`config.mk`:
```
export PLATFORM = sky130hd
export DESIGN_NAME = int_div_unit
export DESIGN_NICKNAME = d
export VERILOG_FILES = /design/src/rtl/int_div_unit.sv
export SDC_FILE = /design/constraint.sdc
export NUM_CORES = 1
export LEC_CHECK = 0
export BUFFER_PORTS_ARGS = -buffer_cell sky130_fd_sc_hd__buf_2
export CAP_MARGIN = 20
export CORE_ASPECT_RATIO = 0.9
export CORE_MARGIN = 2
export CORE_UTILIZATION = 61
export CTS_BUF_LIST = sky130_fd_sc_hd__clkbuf_4
export DETAILED_ROUTE_END_ITERATION = 10
export GPL_ROUTABILITY_DRIVEN = 0
export HOLD_SLACK_MARGIN = 0.05
export PLACE_DENSITY_LB_ADDON = 0.1
export SYNTH_ARGS = -nofsm -noshare
export SYNTH_HDL_FRONTEND = slang
export SYNTH_SLANG_ARGS = --single-unit
```
`constraint.sdc`:
```
create_clock -name clk -period 8.4 [get_ports clk]
set_input_delay 0.84 -clock clk [delete_from_list [all_inputs] [get_ports clk]]
set_output_delay 0.84 -clock clk [all_outputs]
set_load 0.02 [all_outputs]
```
`src/rtl/int_div_unit.sv`:
```
// RV32M DIV/DIVU/REM/REMU responder, restoring radix-2, one quotient bit per cycle; 33 cycles normal, 1 cycle for special cases.
// Single op in flight; the response is held in DONE until resp_ready_i.
// INT_DIV_EARLY_OUT_EN short-circuits |dividend| < |divisor| to a 1-cycle response.
module int_div_unit #(
  parameter int XLEN = 32
) (
  input  logic            clk,
  input  logic            reset_n,
  input  logic            req_valid_i,
  output logic            req_ready_o,
  input  logic [1:0]      op_i,
  input  logic [XLEN-1:0] dividend_i,
  input  logic [XLEN-1:0] divisor_i,
  input  logic [4:0]      rd_i,
  input  logic            flush_i,
  output logic            resp_valid_o,
  input  logic            resp_ready_i,
  output logic [XLEN-1:0] result_o,
  output logic [4:0]      rd_o,
  output logic            busy_o
);

  localparam int CW = $clog2(XLEN);
  localparam logic [CW-1:0] LAST_ITER = CW'(XLEN - 1);
  localparam logic [XLEN-1:0] MIN_NEG = {1'b1, {(XLEN-1){1'b0}}};

  typedef enum logic [1:0] {
    IDLE = 2'd0,
    CALC = 2'd1,
    DONE = 2'd2
  } state_t;

  state_t          state_q, state_d;
  logic [XLEN-1:0] quo_q, quo_d;
  logic [XLEN-1:0] rem_q, rem_d;
  logic [XLEN-1:0] dvsr_q, dvsr_d;
  logic [CW-1:0]   cnt_q, cnt_d;
  logic            is_rem_q, is_rem_d;
  logic            neg_quo_q, neg_quo_d;
  logic            neg_rem_q, neg_rem_d;
  logic [XLEN-1:0] result_q, result_d;
  logic [4:0]      rd_q, rd_d;
  logic            resp_vld_q, resp_vld_d;

  logic            signed_op;
  logic            a_neg, b_neg;
  logic [XLEN-1:0] a_mag, b_mag;
  logic            div_zero, overflow, early_out;
  logic [XLEN:0]   r_shift, r_diff;
  logic            q_bit;
  logic [XLEN-1:0] r_next, quo_next;

  assign req_ready_o  = (state_q == IDLE) & ~flush_i;
  assign resp_valid_o = resp_vld_q;
  assign result_o     = result_q;
  assign rd_o         = rd_q;
  assign busy_o       = (state_q != IDLE);

  // Operand conditioning for acceptance; op_i[0] selects unsigned, op_i[1] selects remainder.
  always_comb begin
    signed_op = ~op_i[0];
    a_neg     = signed_op & dividend_i[XLEN-1];
    b_neg     = signed_op & divisor_i[XLEN-1];
    a_mag     = a_neg ? -dividend_i : dividend_i;
    b_mag     = b_neg ? -divisor_i : divisor_i;
    div_zero  = (divisor_i == '0);
    overflow  = signed_op & (dividend_i == MIN_NEG) & (divisor_i == '1);
`ifdef INT_DIV_EARLY_OUT_EN
    early_out = ~div_zero & (a_mag < b_mag);
`else
    early_out = 1'b0;
`endif
  end

  // One restoring step: shift in the next dividend bit, keep the difference if it did not borrow.
  always_comb begin
    r_shift  = {rem_q, quo_q[XLEN-1]};
    r_diff   = r_shift - {1'b0, dvsr_q};
    q_bit    = ~r_diff[XLEN];
    r_next   = q_bit ? r_diff[XLEN-1:0] : r_shift[XLEN-1:0];
    quo_next = {quo_q[XLEN-2:0], q_bit};
  end

  always_comb begin
    state_d    = state_q;
    quo_d      = quo_q;
    rem_d      = rem_q;
    dvsr_d     = dvsr_q;
    cnt_d      = cnt_q;
    is_rem_d   = is_rem_q;
    neg_quo_d  = neg_quo_q;
    neg_rem_d  = neg_rem_q;
    result_d   = result_q;
    rd_d       = rd_q;
    resp_vld_d = resp_vld_q;

    unique case (state_q)
      IDLE: begin
        if (req_valid_i && req_ready_o) begin
          rd_d     = rd_i;
          is_rem_d = op_i[1];
          if (div_zero) begin
            result_d   = op_i[1] ? dividend_i : '1;
            state_d    = DONE;
            resp_vld_d = 1'b1;
          end else if (overflow) begin
            result_d   = op_i[1] ? '0 : MIN_NEG;
            state_d    = DONE;
            resp_vld_d = 1'b1;
          end else if (early_out) begin
            result_d   = op_i[1] ? dividend_i : '0;
            state_d    = DONE;
            resp_vld_d = 1'b1;
          end else begin
            quo_d     = a_mag;
            rem_d     = '0;
            dvsr_d    = b_mag;
            cnt_d     = '0;
            neg_quo_d = a_neg ^ b_neg;
            neg_rem_d = a_neg;
            state_d   = CALC;
          end
        end
      end
      CALC: begin
        quo_d = quo_next;
        rem_d = r_next;
        cnt_d = cnt_q + CW'(1);
        if (cnt_q == LAST_ITER) begin
          if (is_rem_q) result_d = neg_rem_q ? -r_next : r_next;
          else          result_d = neg_quo_q ? -quo_next : quo_next;
          state_d    = DONE;
          resp_vld_d = 1'b1;
        end
      end
      DONE: begin
        if (resp_ready_i) begin
          state_d    = IDLE;
          resp_vld_d = 1'b0;
        end
      end
      default: begin
        state_d    = IDLE;
        resp_vld_d = 1'b0;
      end
    endcase

    // Flush wins over everything, including a response that would complete this cycle.
    if (flush_i) begin
      state_d    = IDLE;
      resp_vld_d = 1'b0;
    end
  end

  always_ff @(posedge clk or negedge reset_n) begin
    if (!reset_n) begin
      state_q    <= IDLE;
      quo_q      <= '0;
      rem_q      <= '0;
      dvsr_q     <= '0;
      cnt_q      <= '0;
      is_rem_q   <= 1'b0;
      neg_quo_q  <= 1'b0;
      neg_rem_q  <= 1'b0;
      result_q   <= '0;
      rd_q       <= '0;
      resp_vld_q <= 1'b0;
    end else begin
      state_q    <= state_d;
      quo_q      <= quo_d;
      rem_q      <= rem_d;
      dvsr_q     <= dvsr_d;
      cnt_q      <= cnt_d;
      is_rem_q   <= is_rem_d;
      neg_quo_q  <= neg_quo_d;
      neg_rem_q  <= neg_rem_d;
      result_q   <= result_d;
      rd_q       <= rd_d;
      resp_vld_q <= resp_vld_d;
    end
  end

endmodule

```
* After elaboration in Yosys (flattened, before gate mapping)
Cells that the tools add are included.
Operators by class: $add $sub $neg 6, eq/ne operators 14, mux-type cells 39, bitwise gates (word level) 11, reduce and logical (&&, ||, !) cells 11
Operators with widths (number):
- 2-to-1 mux 32 bit | 18
- one-hot mux 32 bit (2 select lines) | 3
- negation 32 bit | 4
- == test 32 bit, second input constant | 2
- subtractor 33 x 32 -> 33 bit | 1
- zero test 32 bit | 1
- AND reduction 4 bit | 4
- 2-to-1 mux 5 bit | 3
- 2-to-1 mux 2 bit | 6
- one-hot mux 5 bit (2 select lines) | 1
- != test 3 bit, second input constant | 3
- 2-to-1 mux 1 bit | 6
- != test 2 bit, second input constant | 3
- one-hot mux 2 bit (3 select lines) | 1
- adder 5 x 1 -> 5 bit, second input constant | 1
- AND 1 bit | 5
- == test 5 bit, second input constant | 1
- inverter 1 bit | 5
- != test 4 bit, second input constant | 1
- nonzero test 2 bit | 2
- != test 3 x 2 -> 1 bit, second input constant | 1
- one-hot mux 1 bit (3 select lines) | 1
- AND reduction 3 bit | 1
- == test 2 x 1 -> 1 bit, second input constant | 1
- 6 further kinds | 6
Word-level totals: register bits after elaboration 144, bits of input ports 76, output and inout port bits 40, logic and storage cells 92

* Longest topological paths before layout
Gate-level depths: netlist of the first run.
depth after elaboration 8, gate-level depth with buffers 23, gate-level depth less buffers 19

* Least setup slack after synthesis of the first run
No wires, ideal clock.
kind register to register, start reg quo_q[31], end reg result_q[30], in the netlist result_o[30], library setup time 128 ps, arrival 4375 ps, data required time 8272 ps, slack 3897 ps, stages on the path, launching flop included 21, path buffers 3, clock period less this slack 4503 ps, path through dfrtp_1 > inv_1 > ha_1 > fa_1 > nand2b_1 > a211oi_2 > o21ai_2 > o211ai_4 > a21oi_2 > xnor2_1 > inv_2 > clkbuf_8 > buf_2 > buf_2 > a21oi_1 > ha_1 > o21ai_1 > nor4_4 > and4bb_2 > o41a_1 > nand3_1
Between the ends: word-level cells in the longest chain between the ends 7, elaborated cells on any way between the ends 10, those cells by class add/sub (3); mux (6); bitwise (1)
Ends and longest elaborated chain:
- start: declaration | line 34 | logic [XLEN-1:0] quo_q, quo_d;
- start signal: assignment | line 170 | quo_q <= quo_d;
- subtractor 33 x 32 -> 33 bit | line 78 | r_diff = r_shift - {1'b0, dvsr_q};
- 2-to-1 mux 32 bit or inverter 1 bit (tied branches) | line 80, 79
- negation 32 bit (on tied branches) | line 130, 131
- 2-to-1 mux 32 bit (on tied branches) | line 130, 131
- 2-to-1 mux 32 bit * | line 130 | if (is_rem_q) result_d = neg_rem_q ? -r_next : r_next;
- 2-to-1 mux 32 bit * | line 129 | if (cnt_q == LAST_ITER) begin
- one-hot mux 32 bit (2 select lines) * | line 97 | unique case (state_q)
- end signal: assignment | line 177 | result_q <= result_d;
- end: declaration | line 41 | logic [XLEN-1:0] result_q, result_d;
Every way passes the cells marked *; elsewhere a longest branch is shown, timed or not. The select of a mux whose other input is x is not followed. A chain may end at the register's enable or synchronous reset.

* Worst setup path in the final report of the first run
Same ends and word-level chain as after synthesis.

==> results of run 1 <==
==> state kept, by name (all words and copies together) (netlist names) <==
name	flops
cnt_q	5
dvsr_q	32
is_rem_q	1
neg_quo_q	1
neg_rem_q	1
quo_q	32
rd_o	5
rem_q	32
resp_valid_o	1
result_o	32
state_q	2
==> stage by stage <==
stage	setup slack [ps]	power, W	utilization	hold WS [ps]
after floorplan	3900	0.00307	-	450
after global placement	3550	0.00368	0.645	459
after detailed placement	3430	0.00373	0.645	467
after CTS	3400	0.00419	0.659	315
after global routing	2890	0.00453	0.659	351
final	3340	0.00426	0.659	288
==> worst register-to-register path: stages, from the launching register on <==
cell and delay [ps]:
dfrtp_1 390, inv_1 70, ha_1 230, fa_1 410, nand2b_1 200, a211oi_2 400
o21ai_2 200, o211ai_4 280, a21oi_2 120, xnor2_2 170, inv_2 610, nor2_1 100
a21oi_1 250, ha_1 300, o21ai_1 240, nor4_4 490, and4bb_2 310, o41a_1 120
nand3_1 80
==> report_power, final <==
group          switching (W)  internal (W)  leakage (nW)
Clock               0.000304      0.000155         0.147
Sequential          0.000189      0.000844          1.78
Combinational        0.00177       0.00100          3.54
Total                0.00226       0.00200          5.46
==> Yosys cell counts, drive strengths merged (18+ instances only) <==
master / number / area share
a21oi: 95 / 0.040
a221o: 22 / 0.018
a31oi: 23 / 0.012
buf: 33 / 0.017
clkbuf: 57 / 0.020
dfrtp: 144 / 0.30
ha: 39 / 0.040
inv: 58 / 0.018
mux2i: 33 / 0.028
nand2: 151 / 0.046
nand3: 57 / 0.023
nand4: 21 / 0.011
nor2: 149 / 0.046
nor3: 39 / 0.016
o211ai: 18 / 0.012
o21ai: 173 / 0.072
o31ai: 25 / 0.015
or3: 24 / 0.013
xnor2: 71 / 0.051
xor2: 61 / 0.044
==> layer usage <==
metal / global-route usage / vias up / routed length [um]
li1: - / 5706 / -
met1: 0.536 / 5829 / 16800
met2: 0.531 / 646 / 16800
met3: 0.0777 / 91 / 4100
met4: 0.109 / 0 / 940
met5: 0 / - / 0
==> layout by cell type, fill, tap and decap left out, types with 8 or more instances in the layout <==
cell type	n
a31oi_1	23
buf_2	114
buf_4	13
nor2_1	146
o41ai_1	13
nand2_1	149
xnor2_1	70
clkbuf_4	17
a221o_1	22
and3_1	9
inv_1	57
or3_1	22
a21o_1	16
a21oi_1	93
o21a_1	14
xor2_1	61
o21ai_0	166
or2_2	11
o31ai_1	25
nand3_1	57
nand4_1	21
ha_1	39
a211oi_1	8
nor4_1	14
dfrtp_1	144
mux2_2	16
mux2i_1	32
nor3_1	39
nand2b_1	12
o211ai_1	17
==> final timing paths <==
| check | start | to | slack (ps) |
|---|---|---|---|
| worst max-delay path | quo_q[31] | result_o[30] | 3340 |
| worst min-delay path | reset_n | rem_q[10] | 290 |
| worst max register to register | quo_q[31] | result_o[30] | 3340 |
| worst min register to register | result_o[8] | result_o[8] | 490 |
| max in group asynchronous | reset_n | quo_q[25] | 6760 |
| min in group clk | flush_i | resp_valid_o | 450 |
==> layout make-up <==
type	instances	share of cell area
antenna	1	0.000192
sequential	144	0.276
tap	255	0.0244
multi-input combinational	1240	0.610
clock inverter	15	0.0112
timing repair buffer	128	0.0521
inverter	58	0.0167
clock buffer	17	0.00978
==> logic make-up (layout without fill, tap and decap cells) <==
kind of cell / count (synthesis) / after routing / synth area share
adders and majority gates: 40 / 40 / 0.0416
muxes: 49 / 49 / 0.0429
DFF: 144 / 144 / 0.295
xor gates and xnor gates: 132 / 132 / 0.0948
buffers and inverters: 148 / 218 / 0.0551
other: 0 / 1 / 0
AOI/OAI and AO/OA: 476 / 476 / 0.252
and+or+nand+nor: 543 / 543 / 0.218
==> metrics.md, run 1 <==
| Metric | Value |
|---|---|
| Outcome | `finished clean` |
| Leak | `5.46 nW` |
| Pre-Repair DR Iteration Count | `6` |
| CP Capture Type | `register` |
| CP bufs+invs | `2` |
| Final ANT Viol Nets | `0` |
| Slew HR | `0.281` |
| Worst clock skew | `31.9 ps` |
| Critical path type | `register to register` |
| CTS Buffer Depth | `2` |
| Setup Fix Bufs, Post-CTS | `0` |
| WP data arrival | `5540 ps` |
| Critical Path RT | `8880 ps` |
| Row cnt | `49` |
| Multi-input gate area | `7960 sq um` |
| Max stage delay on crit path | `610 ps` |
| Final Max Slew Viols | `0` |
| Initial antenna violation count | `1` |
| FF+latch count, synth | `144` |
| HPWL after DPL | `28800 um` |
| Via count | `12.3k` |
| Gate Count Post-Synth | `1532` |
| Pin count of the biggest net entering global routing | `86` |
| P&R area growth vs syn | `6.98%` |
| Stages on worst setup path | `18` |
| Root buf cell | `clkbuf_4` |
| WL final | `38600 um` |
| Layout cells sized above 1 | `0.139` |
| DP Area | `12800 sq um` |
| GRT Residual Overflow | `0` |
| Worst-Margin Slew | `1080 ps` |
| Post-synth top flop | `dfrtp_1` |
| Residual DRC | `0` |
| Core area | `19800 sq um` |
| Final Hold Vio Count | `0` |
| Cell family with most CP delay | `compound AO/OA/AOI/OAI gates` |
| Skew-Pair Late Insertion Delay | `600 ps` |
| Final cell count without fillers | `1858` |
| Setup-failing EPs final | `0` |
| Syn Area/Cell | `7.96 sq um` |
| Net count, final | `1705` |
| Post-route cell area | `13100 sq um` |
| Vias in the first global route | `11.1k` |
| Sequential-to-total area share from yosys stat | `0.295` |
| Starting Density | `0.616` |
| FF/Latch Area | `3600 sq um` |
| Die width | `153 um` |
| First-pass GRT wire length | `61500 um` |
| Distinct cells, synth | `95` |
| Fmax | `0.197 GHz` |
| Dpl cells | `1825` |
| Cts-stage hold buffer count | `0` |
| Die area | `21100 sq um` |
| Die height | `138 um` |
| Post-Syn Area | `12200 sq um` |
| EDFF count, synth | `0` |
| Dominant cell type by count on the critical path | `ha_1` |
| CTS tree | `done` |
| YS warnings | `0` |
| Clock Sinks | `144` |
| Drt initial violations | `1533` |
| Max-capacitance violation count | `0` |
| Cts bufs inserted | `17` |
| Vias per cell | `6.60` |
| Clk slew on worst S/H paths | `140 ps` |
| Synthesized Nets | `1648` |
| Ports | `116` |
| Crit path time final | `5060 ps` |
| I/O Buffers | `115` |
| Pwr per Cell Area | `327 nW/um^2` |
| Worst hold path class | `input pin to async pin` |
| Slowest cell on the critical path | `inv_2` |
| CTS resizes | `0` |
| Worst path cell trace | `inv_1, ha_1, fa_1, nand2b_1, a211oi_2, o21ai_2, o211ai_4, a21oi_2, xnor2_2, inv_2, nor2_1, a21oi_1, ha_1, o21ai_1, nor4_4, and4bb_2, o41a_1, nand3_1` |
| Worst vdd ir | `302 uV` |
| Maximum fanout count along the critical path | `41` |
| CP Launch Type | `register` |
| FILL cells | `1759` |
| Share of synthesized flip-flops with an asynchronous set or reset | `1.00` |
| All-layer global routing usage | `0.362` |
| Post-route clock period utilization | `0.603` |
| WL/cell | `20.8 um` |
| RSZ-0062 raised after global routing | `no` |
| CTS HTree Levels | `4` |
| FF-to-FF path depth | `18` |
| Sum Neg Setup Slack | `0 ps` |
(Power assumes the default switching activity.)
==> run 2, diff against run 1 <==
==> constraint.sdc (replaced) <==
create_clock -name clk -period 4.89 [get_ports clk]
set_input_delay 0.489 -clock clk [delete_from_list [all_inputs] [get_ports clk]]
set_output_delay 0.489 -clock clk [all_outputs]
set_load 0.02 [all_outputs]
==> run 2 against run 1 <==
Net effect:
- power is 72% higher
- setup slack worse by 3100 ps
- critical endpoint is now result_o[3]
- non-clock buffer count up 12
- sequential power increased by 73%
- die area is the same
- sequential share of layout area down 0.20 points
- clock skew fell by 2.8 ps
- clock power is 63% higher
- clock-buffer cell count unchanged
==> metrics.md, run 2 (same netlist as run 1, synthesis figures left out) <==
| Metric | Value |
|---|---|
| Die height | `138 um (unchanged)` |
| Root buf cell | `clkbuf_4 (unchanged)` |
| Final Hold Vio Count | `0 (unchanged)` |
| Drt initial violations | `1556 (was 1533)` |
| First-pass GRT wire length | `62100 um (was 61500 um)` |
| Sum Neg Setup Slack | `0 ps (unchanged)` |
| RSZ-0062 raised after global routing | `no (unchanged)` |
| Outcome | `finished clean (unchanged)` |
| I/O Buffers | `115 (unchanged)` |
| Die area | `21100 sq um (unchanged)` |
| Clk slew on worst S/H paths | `140 ps (about the same)` |
| CP Launch Type | `register (unchanged)` |
| Fmax | `0.217 GHz (was 0.197 GHz)` |
| Layout cells sized above 1 | `0.146 (was 0.139)` |
| Worst vdd ir | `347 uV (was 302 uV)` |
| Vias in the first global route | `11.2k (was 11.1k)` |
| Die width | `153 um (unchanged)` |
| Most common cell after layout, fill and taps aside | `o21ai_0 (unchanged)` |
| Cts bufs inserted | `17 (unchanged)` |
| All-layer global routing usage | `0.365 (was 0.362)` |
| CTS HTree Levels | `4 (unchanged)` |
| Critical path type | `register to register (unchanged)` |
| WL/cell | `20.9 um (was 20.8 um)` |
| CTS Buffer Depth | `2 (unchanged)` |
| CTS tree | `done (unchanged)` |
| DP Area | `12900 sq um (was 12800 sq um)` |
| CP Capture Type | `register (unchanged)` |
| GRT Residual Overflow | `0 (unchanged)` |
| Clock Sinks | `144 (unchanged)` |
| Net count, final | `1717 (was 1705)` |
| Skew-Pair Late Insertion Delay | `610 ps (was 600 ps)` |
| Starting Density | `0.616 (unchanged)` |
| Worst hold path class | `input pin to register (was input pin to async pin)` |
| Core area | `19800 sq um (unchanged)` |
| Leak | `5.52 nW (was 5.46 nW)` |
| Commonest non-fill, non-tap cells in the layout | `166 x o21ai_0, 149 x nand2_1, 146 x nor2_1, 144 x dfrtp_1, 114 x buf_2 (unchanged)` |
| Via count | `12.4k (was 12.3k)` |
| Pwr per Cell Area | `558 nW/um^2 (was 327 nW/um^2)` |
| Row cnt | `49 (unchanged)` |
| Initial antenna violation count | `1 (unchanged)` |
| WP data arrival | `5160 ps (was 5540 ps)` |
| HPWL after DPL | `29800 um (was 28800 um)` |
| Dpl cells | `1835 (was 1825)` |
| Ports | `116 (unchanged)` |
| Max-capacitance violation count | `0 (unchanged)` |
| Slew HR | `0.348 (was 0.281)` |
| Pre-Repair DR Iteration Count | `6 (unchanged)` |
| Crit path time final | `4610 ps (was 5060 ps)` |
| Final Max Slew Viols | `0 (unchanged)` |
| Worst clock skew | `29.1 ps (was 31.9 ps)` |
| Post-route cell area | `13100 sq um (about the same)` |
| Setup-failing EPs final | `0 (unchanged)` |
| Dpl ws | `271 ps (was 3430 ps)` |
| Maximum fanout count along the critical path | `28 (was 41)` |
| Residual DRC | `0 (unchanged)` |
| Pin count of the biggest net entering global routing | `101 (was 86)` |
| Final cell count without fillers | `1870 (was 1858)` |
| Setup Fix Bufs, Post-CTS | `0 (unchanged)` |
| Worst-Margin Slew | `976 ps (was 1080 ps)` |
| Post-route clock period utilization | `0.942 (was 0.603)` |
| Final ANT Viol Nets | `0 (unchanged)` |
| FILL cells | `1720 (was 1759)` |
| Fin util | `0.664 (was 0.659)` |
| Worst setup margin | `285 ps (was 3340 ps)` |
| Vias per cell | `6.63 (was 6.60)` |
| WL final | `39000 um (was 38600 um)` |
| P&R area growth vs syn | `7.77% (was 6.98%)` |
| Critical Path RT | `5440 ps (was 8880 ps)` |
[run 2: final timing paths]
kind / start / endpoint / slack, ps / depth (start not counted)
worst max-delay path: quo_q[31] / result_o[3] / 280 / 16
min in group asynchronous: reset_n / dvsr_q[12] / 530 / 2
worst min-delay path: flush_i / state_q[1] / 90 / 2
worst min register to register: dvsr_q[29] / dvsr_q[29] / 490 / 2
worst max register to register: quo_q[31] / result_o[3] / 280 / 16
max in group asynchronous: reset_n / rem_q[0] / 3150 / 3
[run 2: where the power goes]
| part | internal (W) | leakage [nW] | switching (W) |
|---|---|---|---|
| clock | 0.000213 | 0.130 | 0.000536 |
| combinational | 0.00177 | 3.61 | 0.00304 |
| sequential | 0.00145 | 1.78 | 0.000326 |
| total | 0.00344 | 5.52 | 0.00390 |
[run 2: metal layers]
layer,wire (um),GRT usage
met5,0,0
met4,1140,0.106
met3,4250,0.0850
met2,16500,0.530
met1,17100,0.544
[run 2: metrics by stage]
step / total power (W) / hold slack [ps]
finish: 0.00734 / 90.3
global route: 0.00780 / 67.1
CTS: 0.00718 / 68.1
detailed placement: 0.00643 / 471
global placement: 0.00636 / 457
floorplan: 0.00528 / 193
[run 2: cell type report]
class / count / area [sq um] / share of cell area
timing repair buffer: 140 / 801 / 0.0609
clock buffer: 17 / 128 / 0.00971
inverter: 58 / 218 / 0.0166
tap: 255 / 319 / 0.0243
clock inverter: 15 / 121 / 0.00923
antenna: 1 / 2.50 / 0.000190
multi-input combinational: 1240 / 7960 / 0.605
sequential: 144 / 3600 / 0.274
[run 2: worst max-delay path, cell delays in order, from the launching register on]
cell and delay [ps]:
dfrtp_1 390, inv_1 70, ha_1 220, fa_1 410
nand2b_1 200, a211oi_2 410, o21ai_2 200, o211ai_4 290
a21oi_2 130, xnor2_2 210, buf_6 310, buf_4 360
mux2_2 410, o21ai_0 210, nor3_1 80, a2111oi_0 430
o22a_1 230
[run 2: what timing repair did]
item,4_1_cts,5_1_grt
endpoints found under the hold margin,71,0
hold buffers,1,0
gates resized for setup,0,1
setup endpoints to repair,0,4
